$ cat src/rtl/adder_share_ctrl.sv
// Round-robin controller sharing one external combinational adder among REQ requesters.
// Each transaction: accept in IDLE, drive the adder in EXEC, hold the tagged result in RESP.
module adder_share_ctrl #(
  parameter int unsigned N    = 32,
  parameter int unsigned REQ  = 4,
  parameter int unsigned ID_W = 2
) (
  input  logic              clk,
  input  logic              rst_n,
  input  logic [REQ-1:0]    req_valid,
  output logic [REQ-1:0]    req_ready,
  input  logic [REQ*N-1:0]  req_a,
  input  logic [REQ*N-1:0]  req_b,
  input  logic [REQ-1:0]    req_cin,
  input  logic [REQ-1:0]    req_chain,
  output logic [N-1:0]      add_a,
  output logic [N-1:0]      add_b,
  output logic              add_cin,
  input  logic [N-1:0]      add_sum,
  input  logic              add_cout,
  output logic              rsp_valid,
  input  logic              rsp_ready,
  output logic [ID_W-1:0]   rsp_id,
  output logic [N-1:0]      rsp_sum,
  output logic              rsp_cout,
  output logic              rsp_of,
  output logic              busy
);

  typedef enum logic [1:0] {
    IDLE = 2'd0,
    EXEC = 2'd1,
    RESP = 2'd2
  } state_e;

  state_e            state_q;
  logic [ID_W-1:0]   rr_q;
  logic [ID_W-1:0]   id_q;
  logic [REQ-1:0]    carry_q;
  logic [N-1:0]      a_q;
  logic [N-1:0]      b_q;
  logic              cin_q;
  logic              busy_q;
  logic              rsp_valid_q;
  logic [ID_W-1:0]   rsp_id_q;
  logic [N-1:0]      rsp_sum_q;
  logic              rsp_cout_q;
  logic              rsp_of_q;

  logic              gnt_found;
  logic [ID_W-1:0]   gnt_idx;
  logic [ID_W-1:0]   rr_next;
  logic [N-1:0]      sel_a;
  logic [N-1:0]      sel_b;
  logic              sel_cin;
  logic              ovf;

  // Round-robin search: first pass covers [rr, REQ-1], second pass wraps to [0, rr-1].
  always_comb begin
    gnt_found = 1'b0;
    gnt_idx   = '0;
    for (int i = 0; i < int'(REQ); i++) begin
      if (!gnt_found && req_valid[i] && (ID_W'(i) >= rr_q)) begin
        gnt_found = 1'b1;
        gnt_idx   = ID_W'(i);
      end
    end
    for (int i = 0; i < int'(REQ); i++) begin
      if (!gnt_found && req_valid[i]) begin
        gnt_found = 1'b1;
        gnt_idx   = ID_W'(i);
      end
    end
  end

  // Operand and effective carry-in mux for the granted requester.
  always_comb begin
    sel_a   = '0;
    sel_b   = '0;
    sel_cin = 1'b0;
    for (int i = 0; i < int'(REQ); i++) begin
      if (gnt_idx == ID_W'(i)) begin
        sel_a   = req_a[i*N +: N];
        sel_b   = req_b[i*N +: N];
        sel_cin = req_chain[i] ? carry_q[i] : req_cin[i];
      end
    end
  end

  always_comb begin
    req_ready = '0;
    if ((state_q == IDLE) && gnt_found) begin
      req_ready = REQ'(1) << gnt_idx;
    end
  end

  assign rr_next = (gnt_idx == ID_W'(REQ - 1)) ? '0 : gnt_idx + ID_W'(1);
  assign ovf     = (a_q[N-1] == b_q[N-1]) && (add_sum[N-1] != a_q[N-1]);

  // Controller state, captured operands, per-requester carries and response registers.
  always_ff @(posedge clk or negedge rst_n) begin
    if (!rst_n) begin
      state_q     <= IDLE;
      rr_q        <= '0;
      id_q        <= '0;
      carry_q     <= '0;
      a_q         <= '0;
      b_q         <= '0;
      cin_q       <= 1'b0;
      busy_q      <= 1'b0;
      rsp_valid_q <= 1'b0;
      rsp_id_q    <= '0;
      rsp_sum_q   <= '0;
      rsp_cout_q  <= 1'b0;
      rsp_of_q    <= 1'b0;
    end else begin
      case (state_q)
        IDLE: begin
          if (gnt_found) begin
            a_q     <= sel_a;
            b_q     <= sel_b;
            cin_q   <= sel_cin;
            id_q    <= gnt_idx;
            rr_q    <= rr_next;
            busy_q  <= 1'b1;
            state_q <= EXEC;
          end
        end
        EXEC: begin
          rsp_sum_q   <= add_sum;
          rsp_cout_q  <= add_cout;
          rsp_of_q    <= ovf;
          rsp_id_q    <= id_q;
          rsp_valid_q <= 1'b1;
          for (int i = 0; i < int'(REQ); i++) begin
            if (id_q == ID_W'(i)) begin
              carry_q[i] <= add_cout;
            end
          end
          state_q <= RESP;
        end
        RESP: begin
          if (rsp_ready) begin
            rsp_valid_q <= 1'b0;
            busy_q      <= 1'b0;
            state_q     <= IDLE;
          end
        end
        default: begin
          state_q <= IDLE;
        end
      endcase
    end
  end

  // Adder inputs come straight from the capture registers, so they only move on accept.
  assign add_a     = a_q;
  assign add_b     = b_q;
  assign add_cin   = cin_q;
  assign rsp_valid = rsp_valid_q;
  assign rsp_id    = rsp_id_q;
  assign rsp_sum   = rsp_sum_q;
  assign rsp_cout  = rsp_cout_q;
  assign rsp_of    = rsp_of_q;
  assign busy      = busy_q;

endmodule
$ cat config.mk
export PLATFORM = sky130hd
export DESIGN_NAME = adder_share_ctrl
export DESIGN_NICKNAME = d
export VERILOG_FILES = /design/src/rtl/adder_share_ctrl.sv
export SDC_FILE = /design/constraint.sdc
export NUM_CORES = 1
export LEC_CHECK = 0
export CAP_MARGIN = 20
export CORE_AREA = 3 3 159 161
export DETAILED_ROUTE_END_ITERATION = 7
export DIE_AREA = 0 0 162 164
export MAX_ROUTING_LAYER = met4
export PLACE_DENSITY = 0.65
export SETUP_SLACK_MARGIN = 0.15
export SLEW_MARGIN = 20
export SYNTH_ARGS = -nofsm -noshare
export SYNTH_HDL_FRONTEND = slang
export SYNTH_SLANG_ARGS = --single-unit
$ cat constraint.sdc
create_clock -name clk -period 2.2 [get_ports clk]
set_input_delay 0.22 -clock clk [delete_from_list [all_inputs] [get_ports clk]]
set_output_delay 0.22 -clock clk [all_outputs]
set_load 0.01 [all_outputs]
## After elaboration in Yosys (flattened, before gate mapping)

Index checks and enable logic that the tools add are counted.

| word-level totals | value |
|---|---|
| register bits after elaboration | 113 |
| latch bits | 0 |
| RAM bits | 0 |
| ROM bits | 0 |
| input port bits | 304 |
| output and inout port bits | 107 |
| word-level logic and storage cells | 107 |
| memories | 0 |

| cells by class | value |
|---|---|
| $add $sub $neg | 1 |
| $mul | 0 |
| divide/modulo/power cells | 0 |
| magnitude comparators | 4 |
| equal/unequal tests | 12 |
| shifts and indexed selects | 1 |
| mux-type cells | 40 |
| bitwise logic cells | 0 |
| reduce and logical (&&, ||, !) cells | 33 |

Operators by type and width:

| operator | number |
|---|---|
| two-way mux 32 bit | 8 |
| two-way mux 1 bit | 19 |
| two-way mux 2 bit | 9 |
| AND reduction 2 bit | 7 |
| logical AND 1 bit | 13 |
| == test 2 bit (second input constant) | 5 |
| logical NOT 1 bit | 7 |
| == test 2 x 1 -> 1 bit (second input constant) | 3 |
| logical NOT 2 bit | 3 |
| one-hot mux 2 bit (3 select lines) | 1 |
| >= comparator 1 x 2 -> 1 bit (first input constant) | 2 |
| >= comparator 2 bit (first input constant) | 2 |
| two-way mux 4 bit | 1 |
| != test 2 bit (second input constant) | 2 |
| one-hot mux 1 bit (2 select lines) | 2 |
| nonzero test 2 bit | 2 |
| left shift 1 x 2 -> 4 bit (first input constant) | 1 |
| AND reduction 3 bit | 1 |
| adder 2 x 1 -> 2 bit (second input constant) | 1 |
| == test 1 bit | 1 |
| != test 1 bit | 1 |

## Longest topological paths before layout

Gate-level depths: netlist of run 1.

| logic depth | value |
|---|---|
| depth after elaboration | 32 |
| depth in mapped cells | 11 |
| gate-level depth less buffers | 9 |

## Worst setup path before layout of run 1

OpenSTA, ideal clock, no wires.

| timing path | value |
|---|---|
| kind | register to output |
| from | reg rr_q[1] |
| to | out req_ready[3] |
| arrival time | 2192 ps |
| required time | 1980 ps |
| slack | -212 ps |
| stages on the path, launching flop included | 10 |
| buffers on the path | 3 |
| cell sequence | dfrtp_1 mux2i_1 nor2_1 or3_1 inv_1 ha_1 buf_2 clkbuf_1 clkbuf_1 and2_1 |

| on the way | value |
|---|---|
| cells in the longest elaborated chain, start to end | 29 |
| elaborated cells on any way between the ends | 40 |
| classes of those cells | order compare (4); shift (1); mux (16); reduce/logical (19) |

Ends and longest elaborated chain:

| element | RTL line | source |
|---|---|---|
| start, declared | 37 | `logic [ID_W-1:0] rr_q;` |
| start signal, assigned | 124 | `rr_q <= rr_next;` |
| >= comparator 1 x 2 -> 1 bit | 63 | `if (!gnt_found && req_valid[i] && (ID_W'(i) >= rr_q)) begin` |
| logical AND 1 bit | 63 |  |
| two-way mux 1 bit | 63 |  |
| logical NOT 1 bit | 63 |  |
| logical AND 1 bit (2 in series) | 63 |  |
| two-way mux 1 bit | 63 |  |
| logical NOT 1 bit | 63 |  |
| logical AND 1 bit (2 in series) | 63 |  |
| [... 12 more ...] | n/a |  |
| logical AND 1 bit | 69 | `if (!gnt_found && req_valid[i]) begin` |
| two-way mux 1 bit | 69 |  |
| logical NOT 1 bit | 69 |  |
| logical AND 1 bit | 69 |  |
| two-way mux 2 bit * | 69 |  |
| named net gnt_idx[0] | 51 | `logic [ID_W-1:0] gnt_idx;` |
| left shift 1 x 2 -> 4 bit * | 93 | `req_ready = REQ'(1) << gnt_idx;` |
| two-way mux 4 bit * | 92 | `if ((state_q == IDLE) && gnt_found) begin` |
| end, declared | 11 | `output logic [REQ-1:0] req_ready,` |

Mark *: on every way through the listed nets, which the timed path passes. The rest lies on a longest branch.

## Final worst setup path of run 1

| timing path | value |
|---|---|
| from | reg rr_q[1] |
| to | out req_ready[2] |

Same word-level chain as after synthesis.

==> results of run 1 <==
logic make-up (layout without fill, tap and decap cells):
| group | count (synthesis) | count (layout) | share of synthesized area, % |
|---|---|---|---|
| buffers and inverters | 135 | 589 | 10.4 |
| DFF | 113 | 113 | 44.1 |
| AOI/OAI and AO/OA | 273 | 273 | 30.4 |
| other | 0 | 2 | 0 |
| and+or+nand+nor | 208 | 208 | 12.8 |
| adders and majority gates | 4 | 4 | 0.780 |
| muxes | 9 | 9 | 1.54 |
worst register-to-register path: stages, from the launching register on:
cell	delay, ns
sky130_fd_sc_hd__dfrtp_2	0.40
sky130_fd_sc_hd__mux2i_1	0.19
sky130_fd_sc_hd__nor2_1	0.05
sky130_fd_sc_hd__or3_4	0.41
sky130_fd_sc_hd__inv_4	0.10
sky130_fd_sc_hd__ha_4	0.19
sky130_fd_sc_hd__buf_6	0.11
sky130_fd_sc_hd__buf_12	0.14
sky130_fd_sc_hd__buf_12	0.15
sky130_fd_sc_hd__a221oi_2	0.08
sky130_fd_sc_hd__a211o_1	0.28
sky130_fd_sc_hd__a21oi_1	0.12
area by class of cell:
cell class                      count  area [µm²]
Tap cell                          324         405
Multi-Input combinational cell    494        3540
Antenna cell                        2        5.00
Clock inverter                     15         184
Fill cell                        2262       11200
Clock buffer                       17         425
Timing Repair Buffer              489        5210
Inverter                           68         273
Sequential cell                   113        2830
layout by cell type (no fill, tap or decap), types with 7 or more instances in the layout:
cell	instances
sky130_fd_sc_hd__buf_12	18
sky130_fd_sc_hd__clkbuf_16	23
sky130_fd_sc_hd__inv_1	65
sky130_fd_sc_hd__buf_6	15
sky130_fd_sc_hd__nand2_1	120
sky130_fd_sc_hd__nor2_1	74
sky130_fd_sc_hd__dfrtp_1	112
sky130_fd_sc_hd__a21oi_1	88
sky130_fd_sc_hd__a221oi_2	52
sky130_fd_sc_hd__mux2_2	7
sky130_fd_sc_hd__clkdlybuf4s50_1	405
sky130_fd_sc_hd__a21oi_2	49
sky130_fd_sc_hd__a211o_1	64
sky130_fd_sc_hd__buf_4	34
synth_stat cells, types with 6 or more instances:
cell type                    n  area (µm²)
sky130_fd_sc_hd__a211o_1    64         561
sky130_fd_sc_hd__a21oi_1   114         571
sky130_fd_sc_hd__a21oi_2    23         201
sky130_fd_sc_hd__a221oi_1   64         561
sky130_fd_sc_hd__buf_2      16        80.1
sky130_fd_sc_hd__buf_4       6        45.0
sky130_fd_sc_hd__buf_6      13         146
sky130_fd_sc_hd__clkbuf_1   28         105
sky130_fd_sc_hd__dfrtp_1   113        2830
sky130_fd_sc_hd__inv_1      67         251
sky130_fd_sc_hd__mux2_2      7        78.8
sky130_fd_sc_hd__nand2_1   120         450
sky130_fd_sc_hd__nor2_1     74         278
worst paths after layout:
| check | startpoint | endpoint | slack [ns] | depth (start not counted) |
|---|---|---|---|---|
| setup / recovery | rr_q[1] | req_ready[2] | -0.14 | 9 |
| hold / removal | add_sum[29] | rsp_sum[29] | 0.34 | 3 |
| setup reg to reg | rr_q[1] | add_b[5] | -0.11 | 11 |
| hold reg to reg | rsp_sum[18] | rsp_sum[18] | 0.47 | 2 |
| max in group asynchronous | rst_n | rr_q[1] | 1.41 | 3 |
| min in group asynchronous | rst_n | add_a[24] | 0.37 | 3 |
power by group through the flow:
stage | logic, mW | registers [mW] | clock network, mW
floorplan | 4.96 | 4.21 | 0
global placement | 9.45 | 3.82 | 0
detailed placement | 9.52 | 3.84 | 0
CTS | 10.3 | 3.82 | 3.02
global route | 12.2 | 3.96 | 3.11
finish | 11.4 | 3.81 | 2.94
repair_timing:
action | 4_1_cts | 5_1_grt
setup endpoints to repair | 69 | 69
setup buffers | 6 | 5
endpoints found under the hold margin | 113 | 0
resized for setup | 79 | 57
cloned | 4 | 11
hold buffers | 1 | 0
pin swaps | 11 | 16
registers in the layout, summed over array words and instances (netlist names):
signal	cells
rsp_valid	1
rsp_cout	1
add_cin	1
rsp_of	1
add_a	32
rsp_id	2
id_q	2
carry_q	4
rsp_sum	32
add_b	32
rr_q	2
busy	1
state_q	2
routing by layer:
metal  up-vias  track usage (%)
met5         -                -
li1       3501                -
met4         0             6.79
met3        41             6.18
met2       339             36.9
met1      3635             24.6
==> results by stage, run 1 <==
Status:
- The flow ran to the end, but the final reports show violations.
- The final reports fail on negative setup slack.

Logic synthesis:
- The leading register cell type out of synthesis is sky130_fd_sc_hd__dfrtp_1.
- The net count of the mapped netlist is approximately 1,100.
- The number of distinct library cell variants in the gate-level netlist after synthesis is 31.
- Dividing the synthesized area by the synthesized cell count gives slightly below 9 µm².
- Counting flops and latches in the post-synthesis netlist gives 113.
- During synthesis, Yosys emitted a total of 0 warnings.
- The number of enable flip-flop cells after synthesis is 0.
- The synthesized area is between 0.006 and 0.007 mm².
- For this run, the register share of the synthesized area comes to around 44%.
- After technology mapping, the gate count stands at roughly 740.
- The share of flip-flops with an asynchronous set or reset is 100%.

Placed design:
- Buffers placed on the I/O ports in this run total 410.
- The sum of net half-perimeters after detailed placement is roughly 21,000 µm.
- Before CTS, the worst setup slack after placement is -0.408 ns.
- The placed instance area is 0.0113 mm².
- Counting tap cells, the placed design contains a total of 1,461 instances.
- The congestion estimate from routability-driven global placement came to around 0.83.

Power:
- The part of the total power dissipated in sequential elements is 21.0%.
- The internal cell power is approximately 11 mW.
- Summed over all nets, the switching power comes to 7.32 mW.
- The clock share of power is 16.2%.
- Power spread over the standard cell area amounts to 1410 mW/mm².
- The share of total power dissipated in combinational logic is 62.7%.
- The reported leakage power is 5.55 nW.
- The switching portion of total power is between 40% and 50%.
- The maximum VDD drop is ~0.73 mV.
- After layout, the design draws a total of roughly 18 mW.

Detailed routing:
- The average routed wire per standard cell is ~20 µm.
- The post-detailed-route via-to-cell ratio is roughly 4.9.
- The number of iterations in the first detailed-routing pass is 5.
- Summing over every cut layer, the via total after detailed routing is roughly 7,500.
- Detailed routing placed a total of 15,600 µm of wire on met2.
- The number of DRC violations after detailed routing is 0.
- Detailed routing placed a total of around 2400 µm of wire on met3.
- The detailed router put a total of 12,100 µm of wire on met1.
- The number of antenna-violating nets in the routed design is 0.
- The overall routed net length is a little over 30,000 µm.
- The number of DRC markers in iteration 0 is 323.
- The uppermost metal layer occupied by signal nets is met4.

Final layout:
- For this run, the number of standard cells in the final layout without fillers is roughly 1,500.
- The total number of nets in the final design is 1,491.
- The area growth from synthesis to layout is 101%.
- The post-route netlist has between 20% and 30% of its cells at a drive strength greater than 1.
- The post-layout instance area is 0.0129 mm².
- The share of the core filled with cells in the final layout is between 50% and 60%.

Floorplanning:
- just over 400 I/O pins were placed.
- The die is roughly 160 µm wide.
- Once the floorplan was initialized, standard cells occupied between 20% and 30% of the core.
- After floorplanning, the core was divided into 57 placement rows.
- The die area is roughly 0.027 mm².
- The total area inside the core boundary comes to ~0.024 mm².
- The die outline height is approximately 160 µm.

Setup path:
- The delay of the slowest cell on the worst path is about 0.40 ns.
- The endpoint type of the worst setup path is a primary output.
- The arrival time reported for the critical path endpoint is 2.12 ns.
- The number of buffers and inverters on the critical path is 4.
- The worst setup path is launched from a flop.
- At the worst endpoint, the required time is 1.98 ns.
- The critical path's most frequent cell is sky130_fd_sc_hd__buf_6.
- Walking the worst path, the cells encountered are buf_4, a21oi_2, o21a_1, o22ai_4, buf_6, inv_4, ha_4, and2_4, buf_6.
- The path type of the worst setup path is flop to primary output.
- The slowest stage of the critical path belongs to the cell sky130_fd_sc_hd__dfrtp_2.
- The maximum fanout encountered on the critical timing path is 7.
- The family of cells with the greatest summed delay on the critical path is compound AO/OA/AOI/OAI gates.

Clock network:
- The buffer type at the clock tree root is sky130_fd_sc_hd__clkbuf_16.
- TritonCTS built the clock tree.
- For this design, the sink count on the clock tree is 113.
- Clock tree synthesis inserted a total of 17 buffers.
- The clock tree synthesis step divided the H-tree into 4 levels.
- Clock-pin slew was measured on the worst setup and hold paths at 0.07 ns.
- The longest clock path from root to sink contains 2 buffers.
- At the later pin of the worst-skew pair, clock insertion delay measures 0.41 ns.

Hold path:
- The path class of the lowest-slack min-delay path is input port to flop.

Run:
- The tool flagged a number of max-cap violations equal to 0.

STA:
- Setup violations remaining at the end of the flow were counted as between 60 and 70.
- At the pin with the least slew margin, the transition time is around 0.55 ns.
- Setup repair after global routing could not meet its margin everywhere.
- For the finished layout, the period the worst path requires is roughly 2.3 ns.
- The maximum clock frequency is 427 MHz.
- Headroom to the max-slew limit came out at between 60% and 70%.
- Summed over all failing endpoints, the final setup total negative slack is -4.68 ns.
- Dividing the final minimum period by the clock period gives 106%.
- Final hold analysis gives a worst-case slack of roughly 0.34 ns.
- The number of pins with negative max-slew slack in the final report is 0.
- The post-layout worst setup margin is -0.142 ns.
- The worst clock skew is between 0.01 and 0.015 ns.
- The final-report hold violation count came to 0.

Global routing:
- The global-route wire length before repair is between 40,000 and 50,000 µm.
- Entering global routing, the biggest net connects 73 pins.
- Global routing used between 20% and 30% of the available tracks across all layers.
- The total grt overflow is 0.
- The via count of the first global-routing pass is ~7,500.
- The initial antenna violation count is 2.
(Power assumes the default switching activity.)
==> run 2, diff against run 1 <==
--- a/config.mk
+++ b/config.mk
@@ -9,6 +9,7 @@
 export CORE_AREA = 3 3 159 161
 export DETAILED_ROUTE_END_ITERATION = 7
 export DIE_AREA = 0 0 162 164
+export GPL_TIMING_DRIVEN = 0
 export MAX_ROUTING_LAYER = met4
 export PLACE_DENSITY = 0.65
 export SETUP_SLACK_MARGIN = 0.15
==> constraint.sdc (replaced) <==
create_clock -name clk -period 2.1 [get_ports clk]
set_input_delay 0.21 -clock clk [delete_from_list [all_inputs] [get_ports clk]]
set_output_delay 0.21 -clock clk [all_outputs]
set_load 0.01 [all_outputs]
==> results by stage, run 2 (synthesis results as in run 1) <==
Status:
- Run status: finished, violations left (unchanged).
- Failing checks: negative setup slack (unchanged).

Floorplanning:
- The count of pins on the block boundary came to 411 (unchanged).
- The initial core utilization is 26.6% (unchanged).
- The chip width came to 162 µm (unchanged).
- The area inside the core boundary was 0.0241 mm² (unchanged).
- The die outline height came to 164 µm (unchanged).
- The die area is 0.0266 mm² (unchanged).
- The number of standard-cell rows in the floorplan is 57 (unchanged).

Detailed routing:
- The number of antenna-violating nets in the routed design is 0 (unchanged).
- The post-detailed-route via-to-cell ratio is 4.91 (was 4.94).
- The number of DRC violations after detailed routing is 0 (unchanged).
- The number of iterations in the first detailed-routing pass is 4 (was 5).
- The number of DRC markers in iteration 0 came to 365 (was 323).
- The overall routed net length is 33,600 µm (was 30,700 µm).
- The average routed wire per standard cell was 21.7 µm (was 20.2 µm).
- The total number of vias is 7,602 (was 7,516).

Power:
- The power consumption is 19.4 mW (was 18.1 mW).
- The switching portion of total power came to 41.6% (was 40.4%).
- The reported leakage power is 5.66 nW (was 5.55 nW).
- The power dissipated by switching net loads is 8.05 mW (was 7.32 mW).
- The internal cell power was 11.3 mW (was 10.8 mW).
- The part of the total power dissipated in sequential elements is 20.7% (was 21.0%).
- The clock share of power is 14.2% (was 16.2%).
- The part of the power in combinational logic is 65.1% (was 62.7%).
- The total power divided by cell area is 1470 mW/mm² (was 1410 mW/mm²).
- The maximum VDD drop is 0.760 mV (was 0.731 mV).

Global routing:
- The total grt overflow was 0 (unchanged).
- The global-route wire length before repair is 47,400 µm (was 43,100 µm).
- The overall routing resource usage is 24.7% (was 21.6%).
- The maximum number of pins on one net before global-route repair came to 63 (was 73).
- The initial antenna violation count is 2 (unchanged).
- The via count of the first global-routing pass is 7,782 (was 7,527).

Clock network:
- The clock tree from TritonCTS is done (unchanged).
- The clock transition at the registers of the reported paths is 0.06 ns (was 0.07 ns).
- The maximum number of buffers from clock root to sink is 2 (unchanged).
- The clock buffer count from CTS is 17 (unchanged).
- The clock network latency to the later pin of the worst-skew pair is 0.43 ns (was 0.41 ns).
- The deepest level of the CTS H-tree was 4 (unchanged).
- The clock sink count was 113 (unchanged).
- The buffer type at the clock tree root is sky130_fd_sc_hd__clkbuf_16 (unchanged).

Placed design:
- The routability congestion estimate from global placement was 0.872 (was 0.834).
- The worst slack after detailed placement is -1.18 ns (was -0.408 ns).
- The number of port buffers is 410 (unchanged).
- The count of placed standard cells including taps is 1,477 (was 1,461).
- The sum of net half-perimeters after detailed placement is 24,500 µm (was 21,300 µm).

Setup path:
- The maximum fanout encountered on the critical timing path is 4 (was 7).
- The path type of the worst setup path is flop to primary output (unchanged).
- The kind of start point of the critical path is a flop (unchanged).
- The worst reg2reg path startpoint is rr_q[1] (unchanged).
- The number of buffers and inverters on the critical path is 6 (was 4).
- The cell count of the worst reg-to-reg path is 12 (was 11).
- The required time of the worst setup path is 1.89 ns (was 1.98 ns).
- The family of cells with the greatest summed delay on the critical path is buffers and inverters (was compound AO/OA/AOI/OAI gates).
- The minimum setup slack among reg-to-reg paths came to -0.39 ns (was -0.11 ns).
- The critical path's most frequent cell is sky130_fd_sc_hd__buf_6 (unchanged).
- The delay of the slowest cell on the worst path came to 0.44 ns (was 0.40 ns).
- Cell chain of the critical path: buf_6, nand2_2, a21oi_2, or3_4, inv_4, ha_4, buf_6, clkbuf_16, clkbuf_16, and2_4, buf_6 (was buf_4, a21oi_2, o21a_1, o22ai_4, buf_6, inv_4, ha_4, and2_4, buf_6).
- The endpoint of the lowest-slack register-to-register path was add_a[19] (was add_b[5]).
- The arrival time reported for the critical path endpoint is 2.34 ns (was 2.12 ns).
- The slowest stage cell on the critical path was sky130_fd_sc_hd__or3_4 (was sky130_fd_sc_hd__dfrtp_2).
- The endpoint type of the worst setup path was a primary output (unchanged).

STA:
- The headroom to the max-slew limit is 62.6% (was 63.3%).
- The final period utilization is 121%.
- The worst hold slack is 0.320 ns (was 0.339 ns).
- The final-report hold violation count is 0 (unchanged).
- The post-layout worst setup margin came to -0.446 ns (was -0.142 ns).
- The worst clock skew is 0.0102 ns (was 0.0113 ns).
- Unrepaired setup endpoints after global routing: yes (unchanged).
- For the finished layout, the period the worst path requires is about 2.5 ns.
- The transition time at the pin with the least slew margin is 0.561 ns (was 0.551 ns).
- The number of pins with negative max-slew slack in the final report is 0 (unchanged).
- The maximum clock frequency is a little under 400 MHz.
- The final-report setup violation count is 70 (was 69).

Hold path:
- The number of stages on the worst hold path was 3 (unchanged).
- The startpoint of the worst hold path is add_sum[24] (was add_sum[29]).
- The path class of the lowest-slack min-delay path is input port to flop (unchanged).
- The hold path endpoint is rsp_sum[24] (was rsp_sum[29]).

Final layout:
- The fraction of final layout cells with drive strength greater than 1 is 20.2% (was 20.8%).
- Highest-count cells in the layout ignoring fill and taps: sky130_fd_sc_hd__clkdlybuf4s50_1, sky130_fd_sc_hd__nand2_1, sky130_fd_sc_hd__dfrtp_1 (unchanged).
- The share of the core filled with cells in the final layout is 54.5% (was 53.4%).
- The most frequent standard cell in the layout excluding fill and tap cells was sky130_fd_sc_hd__clkdlybuf4s50_1 (unchanged).
- The number of non-filler instances in the completed layout came to 1,547 (was 1,522).
- The total of fill cells in the finished design was 2,219 (was 2,262).
- The total number of nets in the final design is 1,516 (was 1,491).
- The area growth from synthesis to layout is 105% (was 101%).

Run:
- The max-cap violation count is 0 (unchanged).
==> run 2: changes by cell type in the layout (fill, tap and decap cells not counted), sizes merged <==
cell / before / now
inv: 79 / 76
clkbuf: 23 / 47
clkinvlp: 2 / 3
buf: 77 / 78
bufinv: 2 / 0
clkinv: 0 / 4
==> run 2: area by class of cell <==
type	instances	area (µm²)	area share (%)
Antenna cell	2	5.00	0.0381
Sequential cell	113	2830	21.5
Inverter	68	270	2.06
Timing Repair Buffer	448	4570	34.8
Clock inverter	15	123	0.934
Tap cell	324	405	3.09
Buffer	66	810	6.17
Clock buffer	17	425	3.24
Multi-Input combinational cell	494	3690	28.1
==> run 2: metal layers <==
metal | part of all wire, % | wire [µm] | track usage, %
met4 | 1.6 | 531 | 5.62
met2 | 52 | 17400 | 43.3
met1 | 39 | 13100 | 28.1
met3 | 7.5 | 2530 | 6.83
met5 | 0 | 0 | -
==> run 2: worst max-delay path by stage <==
stage	startpoint	to	slack [ns]	cells past startpoint
after floorplan	rr_q[1]	add_a[14]	-0.02	10
after global placement	rst_n	rr_q[1]	-4.43	1
after detailed placement	req_valid[1]	req_ready[3]	-1.18	10
after CTS	rr_q[1]	req_ready[2]	-0.46	9
after global routing	rr_q[1]	req_ready[3]	-0.52	11
final	rr_q[1]	req_ready[3]	-0.45	11
==> run 2: power groups by stage <==
stage	clock network [mW]	logic [mW]	registers, mW
6_report	2.75	12.6	4.01
5_1_grt	2.91	13.5	4.16
4_1_cts	2.81	11.9	4.00
3_5_place_dp	0	10.4	4.03
3_3_place_gp	0	10.3	3.99
2_1_floorplan	0	5.24	4.41
==> run 2: repair_timing <==
action,in CTS,in global routing
resized for setup,158,40
cloned,1,6
endpoints found under the setup margin,70,70
hold endpoints to repair,51,0
buffers inserted,22,7
hold buffers,1,0
pin swaps,45,44
==> run 2: through the flow <==
step,area (µm²),TNS [ns]
CTS,12700,-21.56
global route,13100,-28.14
global placement,11200,-496.68
finish,13100,-22.23
detailed placement,11200,-51.48
floorplan,6670,-0.947
==> run 2: worst reg2reg max path, cell delays in order, from the launching register on <==
cell and delay, ns:
sky130_fd_sc_hd__dfrtp_2 0.43, sky130_fd_sc_hd__buf_6 0.13, sky130_fd_sc_hd__nand2_2 0.05, sky130_fd_sc_hd__a21oi_2 0.05, sky130_fd_sc_hd__or3_4 0.44, sky130_fd_sc_hd__buf_4 0.17, sky130_fd_sc_hd__ha_4 0.16, sky130_fd_sc_hd__nor2b_4 0.15
sky130_fd_sc_hd__buf_12 0.16, sky130_fd_sc_hd__buf_16 0.17, sky130_fd_sc_hd__a221oi_1 0.24, sky130_fd_sc_hd__a211o_1 0.18, sky130_fd_sc_hd__a21oi_2 0.06
